==> src/rtl/vic4_responder.sv <==
// rtl/vic4_responder.sv - four-channel vectored interrupt responder (virq/istb/iack/ivec handshake)
// Optional round-robin arbitration: define VIC4_ROUNDROBIN_EN.
module vic4_responder #(
    parameter logic [15:0] V0 = 16'o000060,
    parameter logic [15:0] V1 = 16'o000064,
    parameter logic [15:0] V2 = 16'o000100,
    parameter logic [15:0] V3 = 16'o000120
) (
    input  logic        wb_clk_i,
    input  logic        wb_rst_i,
    input  logic [3:0]  ireq,
    output logic [3:0]  dev_ack,
    output logic        virq,
    input  logic        istb,
    output logic        iack,
    output logic [15:0] ivec
);

    typedef enum logic [1:0] {
        IDLE = 2'd0,
        REQ  = 2'd1,
        ACK  = 2'd2,
        GAP  = 2'd3
    } state_t;

    state_t      state_q, state_d;
    logic [1:0]  winner_q, winner_d;
    logic [1:0]  arb_win;
    logic        virq_q, virq_d;
    logic        iack_q, iack_d;
    logic [15:0] ivec_q, ivec_d;
    logic [3:0]  dev_ack_q, dev_ack_d;

    function automatic logic [15:0] vec_of(input logic [1:0] ch);
        case (ch)
            2'd0:    vec_of = V0;
            2'd1:    vec_of = V1;
            2'd2:    vec_of = V2;
            default: vec_of = V3;
        endcase
    endfunction

`ifdef VIC4_ROUNDROBIN_EN
    logic [1:0] ptr_q, ptr_d;

    // Walk the search order backwards so the first candidate after ptr wins.
    always_comb begin
        arb_win = ptr_q;
        for (int k = 4; k >= 1; k--) begin
            if (ireq[ptr_q + 2'(k)]) begin
                arb_win = ptr_q + 2'(k);
            end
        end
    end

    always_comb begin
        ptr_d = ptr_q;
        if (state_q == REQ && istb) begin
            ptr_d = winner_q;
        end
    end

    always_ff @(posedge wb_clk_i or posedge wb_rst_i) begin
        if (wb_rst_i) begin
            ptr_q <= 2'd3;
        end else begin
            ptr_q <= ptr_d;
        end
    end
`else
    always_comb begin
        arb_win = 2'd3;
        if (ireq[0]) begin
            arb_win = 2'd0;
        end else if (ireq[1]) begin
            arb_win = 2'd1;
        end else if (ireq[2]) begin
            arb_win = 2'd2;
        end
    end
`endif

    always_comb begin
        state_d   = state_q;
        winner_d  = winner_q;
        virq_d    = virq_q;
        iack_d    = iack_q;
        ivec_d    = ivec_q;
        dev_ack_d = 4'b0000;
        case (state_q)
            IDLE: begin
                if (|ireq) begin
                    winner_d = arb_win;
                    virq_d   = 1'b1;
                    state_d  = REQ;
                end
            end
            REQ: begin
                // istb takes precedence over a request withdrawn on the same edge.
                if (istb) begin
                    iack_d              = 1'b1;
                    ivec_d              = vec_of(winner_q);
                    dev_ack_d[winner_q] = 1'b1;
                    state_d             = ACK;
                end else if (!ireq[winner_q]) begin
                    virq_d  = 1'b0;
                    state_d = GAP;
                end
            end
            ACK: begin
                if (!istb) begin
                    iack_d  = 1'b0;
                    ivec_d  = 16'd0;
                    virq_d  = 1'b0;
                    state_d = GAP;
                end
            end
            default: begin
                virq_d  = 1'b0;
                state_d = IDLE;
            end
        endcase
    end

    always_ff @(posedge wb_clk_i or posedge wb_rst_i) begin
        if (wb_rst_i) begin
            state_q   <= IDLE;
            winner_q  <= 2'd0;
            virq_q    <= 1'b0;
            iack_q    <= 1'b0;
            ivec_q    <= 16'd0;
            dev_ack_q <= 4'b0000;
        end else begin
            state_q   <= state_d;
            winner_q  <= winner_d;
            virq_q    <= virq_d;
            iack_q    <= iack_d;
            ivec_q    <= ivec_d;
            dev_ack_q <= dev_ack_d;
        end
    end

    assign virq    = virq_q;
    assign iack    = iack_q;
    assign ivec    = ivec_q;
    assign dev_ack = dev_ack_q;

endmodule
==> config.mk <==
export PLATFORM = sky130hd
export DESIGN_NAME = vic4_responder
export DESIGN_NICKNAME = d
export VERILOG_FILES = /design/src/rtl/vic4_responder.sv
export SDC_FILE = /design/constraint.sdc
export NUM_CORES = 1
export LEC_CHECK = 0
export ABC_AREA = 1
export BUFFER_PORTS_ARGS = -buffer_cell sky130_fd_sc_hd__buf_4
export CELL_PAD_IN_SITES_DETAIL_PLACEMENT = 1
export CELL_PAD_IN_SITES_GLOBAL_PLACEMENT = 2
export CORE_MARGIN = 4
export CORE_UTILIZATION = 28
export CTS_CLUSTER_DIAMETER = 60
export CTS_CLUSTER_SIZE = 25
export DETAILED_ROUTE_END_ITERATION = 6
export GPL_ROUTABILITY_DRIVEN = 0
export GPL_TIMING_DRIVEN = 0
export MAX_ROUTING_LAYER = met4
export PLACE_DENSITY_LB_ADDON = 0.1
export SLEW_MARGIN = 20
export SYNTH_ARGS = -nofsm -noshare
export SYNTH_HDL_FRONTEND = slang
export SYNTH_SLANG_ARGS = --single-unit
==> constraint.sdc <==
create_clock -name wb_clk_i -period 2.53 [get_ports wb_clk_i]
set_input_delay 0.253 -clock wb_clk_i [delete_from_list [all_inputs] [get_ports wb_clk_i]]
set_output_delay 0.253 -clock wb_clk_i [all_outputs]
set_load 0.1 [all_outputs]
==> impl_results.md, run 1 <==
* Post-synth EDFFs at 0
* Worst Tran Pin Value at 0.5614 ns
* Synth cell types at 17
* Worst EP arrival at 1.74 ns
* CP endpoint kind: register
* Root Buffer: clkbuf_4
* Setup Skew at 0.005374 ns
* Mux contribution to synthesized area at 0%
* Largest net degree at the start of global routing at 15
* Layout area overhead at 29.81%
* Synth Area in Adders at 6.309%
* Worst hold path class: input port to async pin
* IO Pins at 29
* Critical Path Fanout Max at 7
* Max Freq at 664.0 MHz
* First-pass GRT wire length at 2746 um
* Status: completed
* Synth Warn # at 0
* Final min period at 1.506 ns
* Met2 Use GR at 17.22%
* Die Span X at 61.23 um
* Seq/Total Area, Yosys at 44.16%
* Power density cells at 1342 nW/um2
* Average size of a mapped cell at 8.178 um2
* Synth cell count leaders: nand2_1 (21), dfrtp_1 (14), buf_4 (12)
* Synth Register Bits at 14
* Max-slew violations at 0
* Most used routing layer: met2
* Global-route met3 utilization at 3.774%
* WL/cell at 11.06 um
* Vias per cell at 4.239
* Non-filler cells, final at 159
* Skew-Pair Late Insertion Delay at 0.29 ns
* Clock transition at path regs at 0.09 ns
* DR iter-0 viols at 15
* Post_cts resized at 0
* IO buf count at 16
* Routed WL at 1759 um
* Clock buffer depth at 2
* Fin. Hold Viols at 0
* Drt drc at 0
* Post-route ant nets at 0
* Most common cell in the netlist: nand2_1
* Synth top area share at 44.16%
* Max_cap viols at 0
* DRT Pass-1 Iters at 2
* Rows at 19
* Synth Area in Simple Gates at 24.13%
* Placeable Area at 2734 um2
* Vias in the first global route at 646
* CTS Buf Count at 3
* Final setup vio count at 0
* Grt total ovfl at 0
* Share of cells above drive strength 1 at 31.25%
* CTS tree: done
* RSZ-0062 raised after global routing: false
* Tcrit/Tclk final at 59.52%
* Via Count at 674
* Worst Path Required at 2.76 ns
* Ranking of synthesized cells by area: dfrtp_1 (44%), buf_4 (11%), nand2_1 (9.9%)
* Gr usage total at 10.42%
* Kind of critical path: register to register
* Hold Buf Count CTS at 0
* Cells after Synth at 97
* Worst setup SP type: register
* # H-tree levels at 1
* Maximum vdd drop at 926.9 uV
* Leakage at 0.5908 nW
* Post-Syn Area at 793.3 um2
* Initial Util at 29.02%
* Worst slew margin at 62.53%
* Sink Count at 14
* Largest family of logic cells by synthesized area: simple AND/OR/NAND/NOR gates
* Global routing usage on met1 at 11.86%
* Antenna violations before repair at 0
* Antenna Cells at 0
* Util after Layout at 37.67%
* Dpl cells at 155
* Postcts setup bufs at 0
* Setup TNS at 0 ns
* Synth Area in XOR/XNOR at 0%
* Synth area leader: dfrtp_1
* DIE AREA at 3749 um2
* DIE HEIGHT at 61.23 um
* Complex-gate fraction of the synthesized area at 8.833%
* Final #Nets at 140
* FFs w/ async S/R, synth at 100.0%
* Dpl hpwl at 1402 um
* Ys flop type: dfrtp_1
==> through the flow <==
stage	hold WS, ns	setup slack, ns	power [mW]	area, um2
after CTS	0.02275	0.9885	1.400	1030
after global placement	0.3382	1.085	1.219	993.5
after global routing	0.03559	0.8181	1.488	1030
after detailed placement	0.3472	1.014	1.228	993.5
after floorplan	0.1422	1.253	1.051	834.6
final	0.01303	1.024	1.382	1030
==> where the power goes <==
part	internal, mW	switching, mW	leakage, nW
registers	0.301	0.0654	0.184
clock network	0.0877	0.0790	0.0210
logic	0.199	0.650	0.386
==> worst max-delay path, stage by stage, from the launching register on <==
cell and delay [ns]:
dfrtp_1 0.42, inv_1 0.10, ha_1 0.22, inv_1 0.07
nor2_2 0.25, nor2_1 0.07, a21oi_1 0.15, nand3_1 0.10
nand2_1 0.07
==> kinds of logic (layout without fill, tap and decap cells) <==
group,Yosys count,after routing
AND/OR/NAND/NOR,43,43
buffers and inverters,22,42
flip-flops,14,14
AO/OA/AOI/OAI,13,13
adder cells (fa/ha/maj),4,4
other,1,12
==> final timing paths <==
| check | start | to | slack [ns] | depth (start not counted) |
|---|---|---|---|---|
| worst max-delay path | state_q[1] | state_q[0] | 1.02 | 8 |
| worst min-delay path | wb_rst_i | iack | 0.01 | 2 |
| worst max register to register | state_q[1] | state_q[0] | 1.02 | 8 |
| worst min register to register | virq | virq | 0.49 | 2 |
| max in group asynchronous | wb_rst_i | dev_ack[1] | 2.15 | 2 |
| min in group wb_clk_i | ireq[0] | winner_q[0] | 0.17 | 2 |
==> cell usage in the layout (no fill, tap or decap) <==
cell       n
nand2_2    5
nor3_1     4
nand3_1    4
dfrtp_1   14
clkbuf_8   1
or2_4      1
clkbuf_4   3
o21ai_1    3
a21oi_1    2
ha_1       4
conb_1    12
inv_1      9
nor2_1     7
nand2_1   21
o31ai_1    2
o21ai_0    6
buf_4     28
nor2_2     1
inv_2      1
==> registers in the layout, summed over array words and instances, names as in the netlist <==
name / flops
ivec: 4
virq: 1
iack: 1
winner_q: 2
dev_ack: 4
state_q: 2
==> routing by layer <==
| layer | part of all wire [%] | routed length (um) | vias to the layer above |
|---|---|---|---|
| met5 | 0 | 0 | - |
| met4 | 0 | 0 | 0 |
| met3 | 6.8 | 119 | 0 |
| met2 | 49 | 856 | 16 |
| met1 | 44 | 782 | 314 |
| li1 | - | - | 344 |
==> final cells by class <==
cell class / instances / area [um2]
Fill cell: 344 / 1704
Multi-Input combinational cell: 72 / 356.6
Sequential cell: 14 / 350.3
Timing Repair Buffer: 16 / 120.1
Buffer: 12 / 90.09
Tap cell: 31 / 38.79
Inverter: 10 / 37.54
Clock buffer: 4 / 36.28
No activity file was read; power rests on OpenSTA's default activity.
==> inputs of run 2 (changes only) <==
--- a/config.mk
+++ b/config.mk
@@ -10,7 +10,7 @@
 export CELL_PAD_IN_SITES_DETAIL_PLACEMENT = 1
 export CELL_PAD_IN_SITES_GLOBAL_PLACEMENT = 2
 export CORE_MARGIN = 4
-export CORE_UTILIZATION = 28
+export CORE_UTILIZATION = 26
 export CTS_CLUSTER_DIAMETER = 60
 export CTS_CLUSTER_SIZE = 25
 export DETAILED_ROUTE_END_ITERATION = 6
==> constraint.sdc (replaced) <==
create_clock -name wb_clk_i -period 1.6 [get_ports wb_clk_i]
set_input_delay 0.16 -clock wb_clk_i [delete_from_list [all_inputs] [get_ports wb_clk_i]]
set_output_delay 0.16 -clock wb_clk_i [all_outputs]
set_load 0.1 [all_outputs]
==> impl_results.md, run 2 (same netlist as run 1, synthesis figures left out) <==
* Post-route ant nets at 0 (unchanged)
* CP bufs+invs at 1 (-1)
* Power density cells at 2093 nW/um2 (+56%)
* Rows at 19 (unchanged)
* Setup Skew at 0.004803 ns (-0.0005715 ns)
* Setup TNS at 0 ns (unchanged)
* First-pass GRT wire length at 3201 um (+17%)
* Drt drc at 0 (unchanged)
* Most frequent cells in the layout: buf_4 (28), nand2_1 (21), dfrtp_1 (14), conb_1 (12), inv_1 (9)
* Final setup vio count at 0 (unchanged)
* Max stage delay on crit path at 0.43 ns (about the same)
* Worst Hold Depth at 2
* Final #Nets at 141 (+0.71%)
* Sink Count at 14 (unchanged)
* Final min period at 1.419 ns (-0.08723 ns)
* Worst setup SP type: register
* Worst hold path class: input port to register
* Root Buffer: clkbuf_4
* Max-slew violations at 0 (unchanged)
* Worst EP arrival at 1.60 ns (-0.14 ns)
* CP Cell Sequence: inv_1 > ha_1 > nand2_2 > or2_4 > o31ai_1
* Largest net degree at the start of global routing at 15 (unchanged)
* DIE AREA at 3999 um2 (+6.7%)
* Postcts setup bufs at 0 (unchanged)
* CTS Buf Count at 3 (unchanged)
* Fin. Hold Viols at 0 (unchanged)
* Vias per cell at 4.175 (-1.5%)
* RR Startpoint: state_q[1]
* CP endpoint kind: register
* Maximum vdd drop at 420.4 uV (-55%)
* Most common cell after layout, fill and taps aside: buf_4
* Vias in the first global route at 696 (+7.7%)
* Placeable Area at 2829 um2 (+3.5%)
* Kind of critical path: register to register
* Worst slack after detailed placement at 0.1289 ns (-0.8850 ns)
* Hold EP: winner_q[0]
* Worst slew margin at 62.91% (+0.37 points)
* Via Count at 668 (-0.89%)
* DIE HEIGHT at 63.24 um (+3.3%)
* Worst Tran Pin Value at 0.5558 ns (-0.005599 ns)
* Worst path depth at 5 (-3)
* IO buf count at 16 (unchanged)
* Leakage at 0.5955 nW (+0.80%)
* CTS tree: done
* DRT Pass-1 Iters at 4 (+2)
* Grt total ovfl at 0 (unchanged)
* Antenna Cells at 0 (unchanged)
* Initial Util at 28.04% (-0.98 points)
* Status: completed
* Dpl hpwl at 1493 um (+6.5%)
* Max_cap viols at 0 (unchanged)
* Clock transition at path regs at 0.09 ns (about the same)
* Antenna violations before repair at 0 (unchanged)
* Routed WL at 1825 um (+3.8%)
* Skew-Pair Late Insertion Delay at 0.27 ns (-0.02 ns)
* Share of cells above drive strength 1 at 31.01% (-0.24 points)
* R2R cell count at 5 (-3)
* RSZ-0062 raised after global routing: false
* Reg2reg setup slack at 0.18 ns (-0.84 ns)
* FF-to-FF End: ivec[2]
* Tcrit/Tclk final at 88.67% (+29 points)
* DR iter-0 viols at 13 (-2)
* Critical Path Fanout Max at 6 (-1)
* IO Pins at 29 (unchanged)
* Gr usage total at 10.17% (-0.25 points)
* Hold Path Origin: ireq[0]
* Clock buffer depth at 2 (unchanged)
* WL/cell at 11.41 um (+3.1%)
* Setup ws final at 0.1813 ns (-0.8428 ns)
* Worst Path Required at 1.78 ns (-0.98 ns)
* Layout area overhead at 31.70%
* Die Span X at 63.24 um (+3.3%)
* # H-tree levels at 1 (unchanged)
* CP delay by family, top: flip-flops
* Slowest cell on the critical path: dfrtp_1
* Max Freq at 704.9 MHz (+6.1%)
-- run 2: area by class of cell --
type	instances	area [um2]
buffer	12	90.09
clock buffer	4	36.28
fill	354	1784
inverter	10	37.54
multi-input combinational	72	361.6
sequential	14	350.3
tap	31	38.79
timing repair buffer	17	130.1
-- run 2: metrics by stage --
step | instances | util (%) | power (mW) | hold slack, ns | instance area (um2)
floorplan | 108 | - | 1.662 | 0.04922 | 834.6
global placement | 155 | 35.12 | 1.926 | 0.2400 | 993.5
detailed placement | 155 | 35.12 | 1.953 | 0.2499 | 993.5
CTS | 160 | 36.75 | 2.209 | 0.08267 | 1040
global route | 160 | 36.93 | 2.364 | 0.09160 | 1045
finish | 160 | 36.93 | 2.187 | 0.08627 | 1045
-- run 2: report_power, final --
part / internal (mW) / switching, mW / total (mW)
logic: 0.322 / 1.03 / 1.36
registers: 0.476 / 0.106 / 0.583
clock network: 0.138 / 0.110 / 0.248
-- run 2: layer usage --
metal	share of wire (%)	GRT usage (%)
met3	4.3	0.8881
met4	1.6	4.043
met5	0	-
met1	45	12.49
met2	49	17.26
-- run 2: how the worst max path moves through the flow --
stage               start         end
5_1_grt        state_q[1]  state_q[0]
3_5_place_dp   state_q[1]  state_q[0]
3_3_place_gp   state_q[1]  state_q[0]
2_1_floorplan     ivec[2]     ivec[2]
6_report       state_q[1]     ivec[2]
4_1_cts        state_q[1]  state_q[0]
-- run 2: what timing repair did --
item / 4_1_cts / 5_1_grt
gates resized for setup: 0 / 2
setup endpoints to repair: 0 / 5
hold buffers: 1 / 0
hold endpoints to repair: 14 / 0
==> inputs of run 3 (changes only) <==
--- a/config.mk
+++ b/config.mk
@@ -7,10 +7,10 @@
 export LEC_CHECK = 0
 export ABC_AREA = 1
 export BUFFER_PORTS_ARGS = -buffer_cell sky130_fd_sc_hd__buf_4
-export CELL_PAD_IN_SITES_DETAIL_PLACEMENT = 1
-export CELL_PAD_IN_SITES_GLOBAL_PLACEMENT = 2
+export CELL_PAD_IN_SITES_DETAIL_PLACEMENT = 0
+export CELL_PAD_IN_SITES_GLOBAL_PLACEMENT = 1
 export CORE_MARGIN = 4
-export CORE_UTILIZATION = 26
+export CORE_UTILIZATION = 34
 export CTS_CLUSTER_DIAMETER = 60
 export CTS_CLUSTER_SIZE = 25
 export DETAILED_ROUTE_END_ITERATION = 6
@@ -18,6 +18,7 @@
 export GPL_TIMING_DRIVEN = 0
 export MAX_ROUTING_LAYER = met4
 export PLACE_DENSITY_LB_ADDON = 0.1
+export SKIP_CTS_REPAIR_TIMING = 1
 export SLEW_MARGIN = 20
 export SYNTH_ARGS = -nofsm -noshare
 export SYNTH_HDL_FRONTEND = slang
==> impl_results.md, run 3 (same netlist as run 1, synthesis figures left out) <==
* IO Pins at 29 (unchanged)
* Non-filler cells, final at 157 (-1.9%)
* Most common cell after layout, fill and taps aside: buf_4
* Initial Util at 35.86% (+7.8 points)
* Most frequent cells in the layout: buf_4 (28), nand2_1 (21), dfrtp_1 (14), conb_1 (12), inv_1 (9)
* Layout area overhead at 31.23%
* Worst Tran Pin Value at 0.5453 ns (-0.01049 ns)
* DRT Pass-1 Iters at 3 (-1)
* Util after Layout at 47.06% (+10 points)
* Setup TNS at 0 ns (unchanged)
* Placeable Area at 2212 um2 (-22%)
* Tcrit/Tclk final at 89.13% (+0.46 points)
* Share of cells above drive strength 1 at 31.01% (unchanged)
* FF/Latch Area at 350.3 um2 (unchanged)
* Final min period at 1.426 ns (+0.007414 ns)
* Gr usage total at 11.35% (+1.2 points)
* CTS Buf Count at 3 (unchanged)
* Grt total ovfl at 0 (unchanged)
* Die Span X at 56.30 um (-11%)
* Worst EP arrival at 1.61 ns (about the same)
* Antenna Cells at 0 (unchanged)
* CP Cell Sequence: inv_1 > ha_1 > nand2_2 > or2_4 > o31ai_1
* Worst slack after detailed placement at 0.1538 ns (+0.02498 ns)
* Critical Path Fanout Max at 6 (unchanged)
* Max stage delay on crit path at 0.43 ns (about the same)
* Slowest cell on the critical path: dfrtp_1
* CTS tree: done
* Power density cells at 2077 nW/um2 (-0.77%)
* Setup Skew at 0.008614 ns (+0.003811 ns)
* Antenna violations before repair at 0 (unchanged)
* Vias in the first global route at 649 (-6.8%)
* RSZ-0062 raised after global routing: false
* Fin. Hold Viols at 0 (unchanged)
* Area after DPL at 989.7 um2 (-0.38%)
* CP endpoint kind: register
* Final #Nets at 141 (unchanged)
* Leakage at 0.5955 nW (unchanged)
* Via Count at 652 (-2.4%)
* Max_cap viols at 0 (unchanged)
* Kind of critical path: register to register
* Multi-input gate area at 361.6 um2 (unchanged)
* Status: completed
* DR iter-0 viols at 7 (-6)
* Clock buffer depth at 2 (unchanged)
* DIE HEIGHT at 56.30 um (-11%)
* DIE AREA at 3170 um2 (-21%)
* Dpl hpwl at 1243 um (-17%)
* Post-route ant nets at 0 (unchanged)
* Dpl cells at 152 (-1.9%)
* Worst Path Required at 1.79 ns (about the same)
* Rows at 17 (-2)
* IO buf count at 16 (unchanged)
* Clock transition at path regs at 0.09 ns (about the same)
* First-pass GRT wire length at 2780 um (-13%)
* WL/cell at 9.854 um (-14%)
* Skew-Pair Late Insertion Delay at 0.28 ns (about the same)
* Largest net degree at the start of global routing at 15 (unchanged)
* Sink Count at 14 (unchanged)
* Routed WL at 1547 um (-15%)
* Final setup vio count at 0 (unchanged)
* # H-tree levels at 1 (unchanged)
* Drt drc at 0 (unchanged)
* Worst slew margin at 63.61% (+0.70 points)
* Worst hold path class: input port to register
* Fill cells at 241 (-32%)
* Root Buffer: clkbuf_4
* Setup ws final at 0.1739 ns (-0.007414 ns)
* Max Freq at 701.2 MHz (-0.52%)
* Vias per cell at 4.153 (-0.53%)
* Cell area after layout at 1041 um2 (-0.36%)
* Reg2reg setup slack at 0.17 ns (about the same)
* Max-slew violations at 0 (unchanged)
* Maximum vdd drop at 993.3 uV (+140%)
* Worst setup SP type: register
==> run 3: through the flow <==
stage                     hold slack [ns]  power [mW]
after detailed placement           0.2433       1.919
after CTS                        -0.06807       2.176
after floorplan                   0.04922       1.662
after global placement             0.2455       1.908
final                             0.08067       2.162
after global routing              0.07893       2.342
==> run 3: final cells by class <==
cell class,count,share of cell area [%]
Clock buffer,4,3.486
Buffer,12,8.654
Multi-Input combinational cell,72,34.74
Inverter,10,3.606
Tap cell,28,3.365
Timing Repair Buffer,17,12.50
Sequential cell,14,33.65
==> run 3: worst max-delay path: cells and delay by family (launching register included) <==
kind	cells	cell delay, ns
fa+ha+maj	1	0.22
compound gates	1	0.20
simple gates	2	0.39
flops	1	0.43
buf+inv	1	0.09
==> run 3: path summary, 6_finish.rpt <==
path | cells past startpoint | startpoint | to
max | 5 | state_q[1] | ivec[2]
min | 2 | ireq[0] | winner_q[0]
max reg2reg | 5 | state_q[1] | ivec[2]
min reg2reg | 2 | virq | virq
max in group asynchronous | 3 | wb_rst_i | winner_q[0]
min in group asynchronous | 3 | wb_rst_i | ivec[6]
==> run 3: report_power, final <==
part	internal, mW	leakage [nW]	switching [mW]	total [mW]
clock network	0.138	0.0210	0.115	0.254
registers	0.476	0.184	0.102	0.578
logic	0.320	0.391	1.01	1.33
==> run 3: layer usage <==
metal | GRT usage [%] | part of all wire [%]
met1 | 14.45 | 45
met2 | 16.53 | 48
met3 | 2.759 | 6.3
met4 | 6.102 | 0.84
met5 | - | 0
